[src/rtl/rv32i_pkg.sv]
// Shared RV32I widths and the fetch payload carried from fetch to decode.
package rv32i_pkg;

    localparam int unsigned XLEN = 32;
    localparam int unsigned ILEN = 32;
    localparam logic [1:0]  INSTR_ALIGN = 2'b00;

    typedef struct packed {
        logic [XLEN-1:0] pc;
        logic [ILEN-1:0] instr;
    } fetch_entry_t;

endpackage

[src/rtl/fetch_fifo.sv]
// Small fetch queue: registered storage and pointers, head presented from storage,
// flush drops every in-flight entry.
module fetch_fifo
    import rv32i_pkg::*;
#(
    parameter int unsigned DEPTH = 2
) (
    input  logic                     clk,
    input  logic                     reset,
    input  logic                     flush,
    input  logic                     push,
    input  logic                     pop,
    input  fetch_entry_t             wr_data,
    output logic [$clog2(DEPTH):0]   count,
    output logic                     head_valid,
    output fetch_entry_t             head_data
);

    localparam int unsigned PTR_W = $clog2(DEPTH);
    localparam int unsigned CNT_W = PTR_W + 1;

    fetch_entry_t     mem [DEPTH];
    logic [PTR_W-1:0] rd_ptr;
    logic [PTR_W-1:0] wr_ptr;
    logic [CNT_W-1:0] count_q;
    logic             pop_ok;
    logic             push_ok;

    // Pop only a real entry; push at full only when the head leaves the same cycle.
    assign pop_ok  = pop & (count_q != '0);
    assign push_ok = push & ((count_q < CNT_W'(DEPTH)) | pop_ok);

    always_ff @(posedge clk) begin
        if (!reset || flush) begin
            rd_ptr  <= '0;
            wr_ptr  <= '0;
            count_q <= '0;
        end else begin
            if (push_ok) wr_ptr <= wr_ptr + PTR_W'(1);
            if (pop_ok)  rd_ptr <= rd_ptr + PTR_W'(1);
            case ({push_ok, pop_ok})
                2'b10:   count_q <= count_q + CNT_W'(1);
                2'b01:   count_q <= count_q - CNT_W'(1);
                default: count_q <= count_q;
            endcase
        end
    end

    // Storage needs no reset: the head is masked whenever the queue is empty.
    always_ff @(posedge clk) begin
        if (reset && !flush && push_ok) begin
            mem[wr_ptr] <= wr_data;
        end
    end

    assign count      = count_q;
    assign head_valid = (count_q != '0);
    assign head_data  = head_valid ? mem[rd_ptr] : '0;

endmodule

[src/rtl/instr_fetch_unit.sv]
// RV32I fetch stage: owns the PC, reads instruction memory and queues {pc, instr}
// for decode; execute redirects flush the queue and reload the PC.
module instr_fetch_unit
    import rv32i_pkg::*;
#(
    parameter logic [31:0] RESET_PC   = 32'h0000_0000,
    parameter int unsigned IMEM_BYTES = 109,
    parameter int unsigned DEPTH      = 2
) (
    input  logic            clk,
    input  logic            reset,
    output logic [XLEN-1:0] imem_addr,
    input  logic [ILEN-1:0] imem_rdata,
    input  logic            redirect_valid,
    input  logic [XLEN-1:0] redirect_pc,
    output logic            inst_valid,
    input  logic            inst_ready,
    output logic [ILEN-1:0] inst_data,
    output logic [XLEN-1:0] inst_pc,
    output logic            fetch_halted
);

    localparam int unsigned    CNT_W   = $clog2(DEPTH) + 1;
    localparam logic [XLEN-1:0] LAST_PC = XLEN'((IMEM_BYTES - 4) & ~32'd3);

    logic [XLEN-1:0] pc_q;
    logic [XLEN-1:0] redirect_target;
    logic [CNT_W-1:0] count;
    logic             halted;
    logic             pop;
    logic             push;
    fetch_entry_t     wr_entry;
    fetch_entry_t     head;

    assign redirect_target = {redirect_pc[XLEN-1:2], redirect_pc[1:0] & INSTR_ALIGN};
    assign halted          = (pc_q > LAST_PC);
    assign pop             = inst_valid & inst_ready;
    assign push            = reset & ~redirect_valid & ~halted
                           & ((count < CNT_W'(DEPTH)) | pop);

    // PC: reset beats redirect, redirect beats sequential advance.
    always_ff @(posedge clk) begin
        if (!reset) begin
            pc_q <= RESET_PC;
        end else if (redirect_valid) begin
            pc_q <= redirect_target;
        end else if (push) begin
            pc_q <= pc_q + XLEN'(4);
        end
    end

    assign wr_entry = '{pc: pc_q, instr: imem_rdata};

    fetch_fifo #(
        .DEPTH (DEPTH)
    ) u_fetch_fifo (
        .clk        (clk),
        .reset      (reset),
        .flush      (redirect_valid),
        .push       (push),
        .pop        (pop),
        .wr_data    (wr_entry),
        .count      (count),
        .head_valid (inst_valid),
        .head_data  (head)
    );

    assign imem_addr    = pc_q;
    assign inst_data    = head.instr;
    assign inst_pc      = head.pc;
    assign fetch_halted = halted;

endmodule
[config.mk]
export PLATFORM = sky130hd
export DESIGN_NAME = instr_fetch_unit
export DESIGN_NICKNAME = d
export VERILOG_FILES = /design/src/rtl/rv32i_pkg.sv /design/src/rtl/fetch_fifo.sv /design/src/rtl/instr_fetch_unit.sv
export SDC_FILE = /design/constraint.sdc
export NUM_CORES = 1
export LEC_CHECK = 0
export CAP_MARGIN = 5
export CORE_ASPECT_RATIO = 2
export CORE_UTILIZATION = 30
export DETAILED_ROUTE_END_ITERATION = 6
export SLEW_MARGIN = 30
export SYNTH_ARGS = -nofsm -noshare
export SYNTH_HDL_FRONTEND = slang
export SYNTH_HIERARCHICAL = 1
export SYNTH_SLANG_ARGS = --single-unit
[constraint.sdc]
create_clock -name clk -period 19.1 [get_ports clk]
set_clock_uncertainty 0.2 [all_clocks]
set_input_delay 2.865 -clock clk [delete_from_list [all_inputs] [get_ports clk]]
set_output_delay 2.865 -clock clk [all_outputs]
set_load 0.05 [all_outputs]
; After elaboration in Yosys (flattened, before gate mapping)
; Memories as Yosys holds them, arrays and structs flattened. A register that Yosys moved wholly into a read port is not among the register bits.
; Cells that the tools add are included.
[classes]
div = 0
muxes = 8
bitwise_logic = 11
add_sub_neg = 5
mul = 0
n_shift = 0
n_reduce_logical = 9
eq_ne = 2
order_cmp = 2
[ops]
columns = cell, count
row1 = 2-to-1 mux 32 bit, 2
row2 = 2-to-1 mux 64 bit, 1
row3 = "adder 32 x 3 -> 32 bit, second input constant", 1
row4 = "greater-than comparator 32 x 7 -> 1 bit, second input constant", 1
row5 = bitwise AND 1 bit, 6
row6 = nonzero test 2 bit, 3
row7 = 2-to-1 mux 1 bit, 4
row8 = case mux 2 bit (2 select lines), 1
row9 = NOT 1 bit, 3
row10 = "adder 1 bit, second input constant", 2
row11 = "adder 2 x 1 -> 2 bit, second input constant", 1
row12 = "== test 2 x 1 -> 1 bit, second input constant", 1
row13 = "== test 2 bit, second input constant", 1
row14 = logical AND 1 bit, 2
row15 = logical NOT 1 bit, 2
row16 = "< comparator 2 bit, second input constant", 1
row17 = bitwise OR 1 bit, 2
row18 = OR reduction 2 bit, 1
row19 = "subtractor 2 x 1 -> 2 bit, second input constant", 1
row20 = logical OR 1 bit, 1
[totals]
reg_bits = 36
in_bits = 68
memories = 1
ramBits = 128
romBits = 0
latchBits = 0
[memory_table]
columns = name, depth, word_bits, read_ports, rd_clocked_by_memory_dff, write_ports, line
row1 = u_fetch_fifo.mem, 2, 64, 1, 1, 1, fetch_fifo.sv:22  ; fetch_entry_t mem [DEPTH];

; Longest topological paths before layout
; Gate-level depths: netlist (run 1).
[depth]
word_depth = 8
mapped_depth = 12
mapped_depth_nobuf = 11

; By module
; The synthesis (run 1) kept the hierarchy.
[by_module_without_submodules]
columns = mod, area_each_um2, n_inst, cells_per_inst
row1 = fetch_fifo, 5043.6, 1, 299
row2 = instr_fetch_unit, 1317.5, 1, 134

; Worst setup path after synthesis (run 1)
; OpenSTA, ideal clock, no wires.
[synth_timing]
path_type = input -> register
from = input redirect_valid
to = memory u_fetch_fifo/mem[0][0] in the netlist's numbering (enable)
path_stages = 5
required_ps = 18335
path_slack_ps = 10455
path_buffers = 1
arrival_time_ps = 7880
setup_time_ps = 565
cell_sequence = buf_2 > a21o_1 > nor3_1 > nand2b_1 > nor3_1
[synth_via]
elab_chain_len = 8
[synth_rtl]
columns = element, line
row1 = start: declaration, instr_fetch_unit.sv:14  ; input logic redirect_valid,
row2 = NOT 1 bit, instr_fetch_unit.sv:38  ; assign push = reset & ~redirect_valid & ~halted
row3 = bitwise AND 1 bit (2 in a row), instr_fetch_unit.sv:38
row4 = bitwise AND 1 bit, instr_fetch_unit.sv:39  ; & ((count < CNT_W'(DEPTH)) | pop);
row5 = named net push, instr_fetch_unit.sv:31  ; logic push;
row6 = bitwise AND 1 bit, fetch_fifo.sv:31  ; assign push_ok = push & ((count_q < CNT_W'(DEPTH)) | pop_ok);
row7 = logical AND 1 bit, fetch_fifo.sv:51  ; if (reset && !flush && push_ok) begin
row8 = 2-to-1 mux 1 bit, fetch_fifo.sv:51
row9 = 2-to-1 mux 1 bit (not written as such), fetch_fifo.sv:52  ; mem[wr_ptr] <= wr_data;
row10 = end: declaration, fetch_fifo.sv:22
; The timed path passes the listed nets, and every way through them passes these cells.

; Worst setup path in the final report (run 1)
[layout_timing]
from = register u_fetch_fifo.count_q[1] (netlist: u_fetch_fifo/count[1])
to = output inst_pc[7]
[layout_via]
elab_chain_len = 2
[layout_rtl]
columns = element, line
row1 = start: declaration, fetch_fifo.sv:25  ; logic [CNT_W-1:0] count_q;
row2 = start signal: assignment, fetch_fifo.sv:42  ; 2'b10: count_q <= count_q + CNT_W'(1);
row3 = start signal: assignment, fetch_fifo.sv:43  ; 2'b01: count_q <= count_q - CNT_W'(1);
row4 = start signal: assignment, fetch_fifo.sv:44  ; default: count_q <= count_q;
row5 = nonzero test 2 bit, fetch_fifo.sv:57  ; assign head_valid = (count_q != '0);
row6 = 2-to-1 mux 64 bit, fetch_fifo.sv:58  ; assign head_data = head_valid ? mem[rd_ptr] : '0;
row7 = end: declaration, instr_fetch_unit.sv:19  ; output logic [XLEN-1:0] inst_pc,
; Every way passes these cells.

==> results.toml, run 1 <==
[clock_network]
cts-hold-fix-buffers = 0
path_clk_slew_ps = 70
cts_tree = "done"
clkSinkCount = 163
clk_latency_ps = 430
cts-buffers-inserted = 17
post-cts-setup-buffers = 0
h-tree-depth = 4
clock_path_buffers = 2
ctsResizeCount = 0
root_buffer = "clkbuf_16"

[worst_hold_path]
worstHoldPathType = "reg2reg"

[synth]
synth_top_area_cell = "edfxtp_1"
synth_edf_count = 128
ys.flop_type = "edfxtp_1"
syn_area_sq_um = 6360
async_flop_share_pct = 0
synth_warnings = 6
yosys-top-cells-area = "edfxtp_1, mux2i_1, dfxtp_1"
synth_cells = 433
ys_ff_latch = 163
ys_seq_area_share_pct = 71.4
synthDistinctLibCells = 37
avgSynthCellArea_sq_um = 14.7
synth.top_cell.area_share_pct = 60.4

[worst_setup_path]
criticalPathCategory = "reg2out"
cp_cell_sequence = "nor2_4 -> buf_4 -> nor2_1 -> clkdlybuf4s50_1"
cp-start-kind = "register"
worstPathMaxFanout = 39
slowest_delay_ps = 780
endpoint_kind = "output pin"
crit_arrival_ps = 2810
crit_required_ps = 16030
slowest_stage = "clkdlybuf4s50_1"

[finish]
multi_input_area_sq_um = 1690
n_fill_cell = 1906
drive_gt1_share_pct = 7.95
post-route-util_pct = 42.3
n_antenna_cell = 0
most-common-layout-cells = "clkdlybuf4s50_1, edfxtp_1, nor2_1"
syn_to_final_growth_pct = 39.3
nets = 674
final_common_cell = "clkdlybuf4s50_1"
ff_latch_area_sq_um = 4550

[route]
vias = 3989
dr.pass1.iters = 4
first_iter_violations = 182
post_drt_wl_per_cell_microns = 16.7
drtAntennaViolNets = 0
viasPerCell = 4.51
drt-total-wl_mm = 14.8
drc = 0

[timing]
max_freq_mhz = 170
min_period_ps = 5880
setup_viol = 0
setup_tns_ps = 0
rsz0062_at_grt = "no"
hold_viol = 0
period_share_pct = 30.8
relSlewSlack_pct = 37.2
slew_violations = 0
worst_pin_slew_ps = 942

[floorplanning]
die_h_microns = 208
start_util_pct = 30.4
die_w_microns = 105
coreArea_sq_um = 20900
dieArea_sq_um = 21800
fp-row-count = 75
pin_count = 166

[flow_run]
maxCapViolations = 0

[power_and_ir_drop]
p_leak_nw = 2.97
power_density_nw_per_um2 = 86.8
ir_drop_mv = 0.0643

[global_route]
grt_usage_pct = 14.0
antenna_found_initial = 0
grt_max_degree = 40
grt.overflow.total = 0
grt_pass1_vias = 4163
grt_pass1_wl_mm = 22.7

[place]
place.gp.congestion = 0.731
dp_hpwl_mm = 10.2
port_buffers = 161

[outcome]
status = "finished, final reports clean"
[state kept, by name, indices dropped and copies added, names as in the netlist, named ones only]
signal / flops
u_fetch_fifo/wr_ptr: 1
u_fetch_fifo/rd_ptr: 1
imem_addr: 30
u_fetch_fifo/mem: 128
u_fetch_fifo/count: 2
[through the flow]
stage               worst slack, ps  total power [W]  hold slack, ps  cell area, sq um  instances
floorplan                     10460         0.000425             272              6380        438
global placement              13120         0.000450             285              8250        851
detailed placement            13070         0.000452             304              8290        853
CTS                           13150         0.000779             323              8860        885
global route                  13060         0.000795             336              8860        885
finish                        13220         0.000769             321              8860        885
[synthesized netlist by cell type, types with 3 or more instances]
master    count
nor2_1       97
mux2i_1      89
inv_1         7
buf_1         3
ha_1          3
dfxtp_1      35
edfxtp_1    128
nor3_1        6
o21ai_0       7
buf_4         8
nand2_1       4
buf_2         8
nor4_2        3
or3_1         3
[per-layer routing]
metal,global-route usage (%),wire length (microns)
met1,13.5,5450
met2,26.9,8390
met3,3.60,545
met4,6.80,389
met5,0,0
[power breakdown]
group | internal, W | switching (W)
clock | 0.000184 | 0.000141
combinational | 0.0000235 | 0.0000277
sequential | 0.000386 | 0.00000635
total | 0.000593 | 0.000175
[worst max-delay path: cells and delay by family, from the launching register on]
kind / cells / cell delay [ps]
flops: 1 / 380
simple gates: 2 / 700
buf+inv: 2 / 1300
[layout make-up]
type                            count  area share (%)
Clock buffer                       21            5.44
Clock inverter                     11           0.974
Inverter                            8           0.339
Multi-Input combinational cell    245            19.1
Sequential cell                   163            51.3
Tap cell                          269            3.80
Timing Repair Buffer              168            19.0
[worst paths after layout]
kind,end,startpoint,slack [ps],depth (start not counted)
worst max-delay path,inst_pc[7],u_fetch_fifo/count[1]$_SDFFE_PP0P_,13220,4
worst min-delay path,u_fetch_fifo/mem[1][59]$_DFFE_PP_,imem_addr[27]$_SDFFE_PN0P_,320,0
worst max register to register,u_fetch_fifo/mem[1][2]$_DFFE_PP_,imem_addr[27]$_SDFFE_PN0P_,15760,7
worst min register to register,u_fetch_fifo/mem[1][59]$_DFFE_PP_,imem_addr[27]$_SDFFE_PN0P_,320,0
[cell families (layout without fill, tap and decap cells)]
logic type,after synthesis,in the layout,share of synthesized area [%]
compound gates,18,18,2.10
xor+xnor,3,3,0.413
fa+ha+maj,3,3,0.590
buf+inv,30,208,2.52
flops,163,163,71.4
mux,90,90,14.2
other cells,1,6,0.0590
simple gates,125,125,8.69
Note: power is estimated with default switching activity, not from simulation.
==> run 2, diff against run 1 <==
- clock period: 19.1 -> 6.1 ns (I/O delays scaled with it)
==> run 2 against run 1 <==
Count of clock-buffer cells in the layout fell by 3. Critical path depth did not move. Highest routed layer unchanged. Design area up 0.44%. Cell count rose by 0.11%. Largest power group unchanged.
==> results.toml, run 2 (same netlist as run 1, synthesis figures left out) <==
[clock_network]
h-tree-depth = 4
clock_path_buffers = 2
clkSinkCount = 163
clk_latency_ps = 430
cts_tree = "done"
cts-hold-fix-buffers = 0
cts-buffers-inserted = 17
ctsResizeCount = 0
post-cts-setup-buffers = 0
path_clk_slew_ps = 70
root_buffer = "clkbuf_16"

[floorplanning]
pin_count = 166
fp-row-count = 75
coreArea_sq_um = 20900
die_h_microns = 208
die_w_microns = 105
start_util_pct = 30.4
dieArea_sq_um = 21800

[timing]
rsz0062_at_grt = "no"
worst_pin_slew_ps = 609
period_share_pct = 63.9
relSlewSlack_pct = 59.3
hold_viol = 0
slew_violations = 0
max_freq_mhz = 257
setup_viol = 0
whs_ps = 309
min_period_ps = 3900

[finish]
drive_gt1_share_pct = 8.27
post-route-util_pct = 42.5
regMostFlops = "u_fetch_fifo/mem"
n_fill_cell = 1944
nets = 675
most-common-layout-cells = "clkdlybuf4s50_1, edfxtp_1, nor2_1"
final_common_cell = "clkdlybuf4s50_1"
final_cells = 886
largest_reg_flops = 128
syn_to_final_growth_pct = 39.9
n_antenna_cell = 0

[worst_setup_path]
cp-start-kind = "register"
path_delay_family = "simple AND/OR/NAND/NOR gates"
crit_arrival_ps = 2780
crit_required_ps = 4980
reg2reg_from = "imem_addr[27]$_SDFFE_PN0P_"
slowest_stage = "clkdlybuf4s50_1"
criticalPathCategory = "reg2out"
endpoint_kind = "output pin"
slowest_delay_ps = 750
cp_cell_sequence = "nor4_2 -> nand4_1 -> or3_1 -> clkdlybuf4s50_1"
crit_start = "imem_addr[27]$_SDFFE_PN0P_"
worstPathMaxFanout = 5
critPathBufInv = 1

[route]
vias = 3958
viasPerCell = 4.47
drc = 0
dr.pass1.iters = 6
first_iter_violations = 115
post_drt_wl_per_cell_microns = 16.5
drtAntennaViolNets = 0
drt-total-wl_mm = 14.6

[global_route]
grt_usage_pct = 14.1
antenna_found_initial = 0
grt_pass1_wl_mm = 22.6
grt_pass1_vias = 4105
grt.overflow.total = 0
grt_max_degree = 38

[power_and_ir_drop]
power_density_nw_per_um2 = 274
ir_drop_mv = 0.150
p_total_w = 0.00244
p_leak_nw = 2.99

[place]
port_buffers = 161
dp_hpwl_mm = 10.2
post-place-cells = 854
place.gp.congestion = 0.762

[worst_hold_path]
worstHoldStart = "u_fetch_fifo/rd_ptr$_SDFFE_PP0P_"
worstHoldPathType = "reg2reg"

[outcome]
status = "finished, final reports clean"

[flow_run]
maxCapViolations = 0
run 2: changes by cell type in the layout (fill, tap and decap cells not counted), sizes merged:
cell / before / now
inv: 16 / 14
clkbuf: 21 / 18
buf: 8 / 9
clkinv: 3 / 7
bufinv: 0 / 1
run 2: worst paths after layout:
check	endpoint	slack [ps]	cells after the start
min reg2reg	register	310	2
max	fetch_halted	2200	4
max reg2reg	u_fetch_fifo/mem[1][6]$_DFFE_PP_	2750	7
min	register	310	2
run 2: routing by layer:
layer  up-vias  GRT usage [%]  wire, microns
met4         0           8.45            575
met3        34           3.45            546
met5         -              0              0
met1      1898           14.0           5440
li1       1905              -              -
met2       121           26.0           8080
run 2: area by class of cell:
type	count	area (sq um)	area share, %
clock buffers	18	450	5.06
repair buffers	169	1700	19.1
multi-input cells	245	1690	19.0
flip-flops and latches	163	4550	51.1
clock inverters	14	141	1.59
inverters	8	30.0	0.337
well taps	269	337	3.78
run 2: tightest hold or removal path: cells and delay by family (launching register included):
family           cells  cell delay (ps)
AND/OR/NAND/NOR      1               70
XOR/XNOR             1               80
flip-flops           1              320
run 2: per-stage QoR:
step / area [sq um] / setup slack (ps) / TNS [ps]
finish: 8900 / 2200 / 0
global route: 8900 / 2090 / 0
CTS: 8900 / 2120 / 0
detailed placement: 8310 / 1960 / 0
global placement: 8260 / 2080 / 0
floorplan: 6380 / -1100 / -141230
run 2: report_power, final:
part           internal [W]  switching [W]
sequential          0.00121      0.0000195
clock              0.000598       0.000454
combinational     0.0000740      0.0000865
total               0.00188       0.000560
==> run 3, diff against run 2 <==
- clock period: 6.1 -> 3.2 ns (I/O delays scaled with it)
==> run 3 against run 2 <==
Flip-flop and latch count is the same. Utilization increased by 1.7 points. Via count increased by 5.2%. Register-to-register slack worse by 2400 ps. Setup slack lost 2000 ps. Combinational power grew 130%. Count of clock-buffer cells in the layout is 2 higher. Critical path type unchanged. Critical endpoint is now inst_pc[10]. Largest power group unchanged.
==> results.toml, run 3 (same netlist as run 1, synthesis figures left out) <==
[outcome]
status = "finished, final reports clean"

[clock_network]
cts-buffers-inserted = 17
clk_latency_ps = 420
h-tree-depth = 4
cts_tree = "done"
path_clk_slew_ps = 60
clkSinkCount = 163
clock_path_buffers = 2
root_buffer = "clkbuf_16"
cts-hold-fix-buffers = 0

[worst_setup_path]
endpoint_kind = "output pin"
crit_arrival_ps = 2340
slowest_stage = "clkdlybuf4s50_1"
crit_required_ps = 2520
slowest_delay_ps = 860
criticalPathCategory = "reg2out"
cp_cell_sequence = "buf_12 -> mux2i_1 -> nor2_1 -> clkdlybuf4s50_1"
worstPathMaxFanout = 24
cp-start-kind = "register"

[route]
dr.pass1.iters = 4
post_drt_wl_per_cell_microns = 16.6
viasPerCell = 4.46
vias = 4162
drtAntennaViolNets = 0
first_iter_violations = 119
drc = 0
drt-total-wl_mm = 15.4

[power_and_ir_drop]
p_leak_nw = 3.27
pwr-share-clk_pct = 41.5
p_switching_w = 0.00103
power_density_nw_per_um2 = 497
ir_drop_mv = 0.275
p_sw_share_pct = 22.4
share_comb_of_total_power_pct = 8.2
pwr-share-seq_pct = 50.4
p_int_w = 0.00358

[timing]
rsz0062_at_grt = "no"
slew_violations = 0
setup_tns_ps = 0
period_share_pct = 94.5
whs_ps = 327
worst_pin_slew_ps = 578
min_period_ps = 3020
setup_viol = 0
max_freq_mhz = 331
relSlewSlack_pct = 61.4
hold_viol = 0

[place]
port_buffers = 161
dp_hpwl_mm = 11.1
place.gp.congestion = 0.794

[global_route]
grt.overflow.total = 0
grt_pass1_wl_mm = 23.8
grt_usage_pct = 14.8
grt_pass1_vias = 4427
antenna_found_initial = 1
grt_max_degree = 46

[floorplanning]
coreArea_sq_um = 20900
start_util_pct = 30.4
fp-row-count = 75
die_h_microns = 208
die_w_microns = 105
dieArea_sq_um = 21800
pin_count = 166

[finish]
ff_latch_area_sq_um = 4590
most-common-layout-cells = "clkdlybuf4s50_1, edfxtp_1, nor2_1"
regMostFlops = "u_fetch_fifo/mem"
nets = 721
syn_to_final_growth_pct = 45.6
final_common_cell = "clkdlybuf4s50_1"
n_fill_cell = 1943
largest_reg_flops = 128
multi_input_area_sq_um = 1740
drive_gt1_share_pct = 22.0

[worst_hold_path]
worstHoldPathType = "reg2reg"

[flow_run]
maxCapViolations = 0
run 3: final timing paths:
kind | start | slack, ps | to | cells past startpoint
setup / recovery | register | 180 | inst_pc[10] | 4
hold / removal | u_fetch_fifo/rd_ptr$_SDFFE_PP0P_ | 330 | register | 2
setup reg to reg | imem_addr[27]$_SDFFE_PN0P_ | 330 | u_fetch_fifo/count[1]$_SDFFE_PP0P_ | 11
hold reg to reg | u_fetch_fifo/rd_ptr$_SDFFE_PP0P_ | 330 | register | 2
run 3: worst max-delay path: cells and delay by family (launching register included):
| family | cells | cell delay (ps) |
|---|---|---|
| mux | 1 | 100 |
| flops | 1 | 580 |
| simple gates | 1 | 90 |
| buf+inv | 2 | 1120 |
run 3: routing by layer:
| metal | vias up | track usage, % | share of wire, % |
|---|---|---|---|
| li1 | 2005 | - | - |
| met1 | 2008 | 14.5 | 36 |
| met2 | 118 | 27.4 | 56 |
| met3 | 31 | 2.88 | 3.7 |
| met4 | 0 | 10.6 | 4.6 |
| met5 | - | 0 | 0 |
run 3: power by group through the flow:
| stage | Sequential (W) | Combinational, W | Clock, W |
|---|---|---|---|
| 6_report | 0.00232 | 0.000376 | 0.00191 |
| 5_1_grt | 0.00232 | 0.000400 | 0.00204 |
| 4_1_cts | 0.00232 | 0.000382 | 0.00196 |
| 3_5_place_dp | 0.00237 | 0.000380 | 0 |
| 3_3_place_gp | 0.00236 | 0.000376 | 0 |
| 2_1_floorplan | 0.00246 | 0.0000812 | 0 |
run 3: stage by stage:
| step | instances | utilization (%) | setup slack [ps] | total power [W] | instance area [sq um] |
|---|---|---|---|---|---|
| final | 933 | 44.3 | 177 | 0.00461 | 9260 |
| after detailed placement | 898 | 41.4 | 133 | 0.00275 | 8670 |
| after global routing | 933 | 44.3 | 48.3 | 0.00477 | 9260 |
| after global placement | 897 | 41.4 | -159 | 0.00274 | 8660 |
| after floorplan | 438 | - | -703 | 0.00254 | 6480 |
| after CTS | 930 | 44.2 | 114 | 0.00467 | 9240 |
run 3: layout make-up:
type / count / area share [%]
antenna: 1 / 0.0270
clock inverter: 12 / 1.01
inverter: 8 / 0.365
tap: 269 / 3.63
timing repair buffer: 215 / 21.5
sequential: 163 / 49.6
clock buffer: 20 / 5.17
multi-input combinational: 245 / 18.8
run 3: timing repair:
action,4_1_cts,5_1_grt
resized for setup,0,0
setup buffers,0,2
setup endpoints to repair,0,16
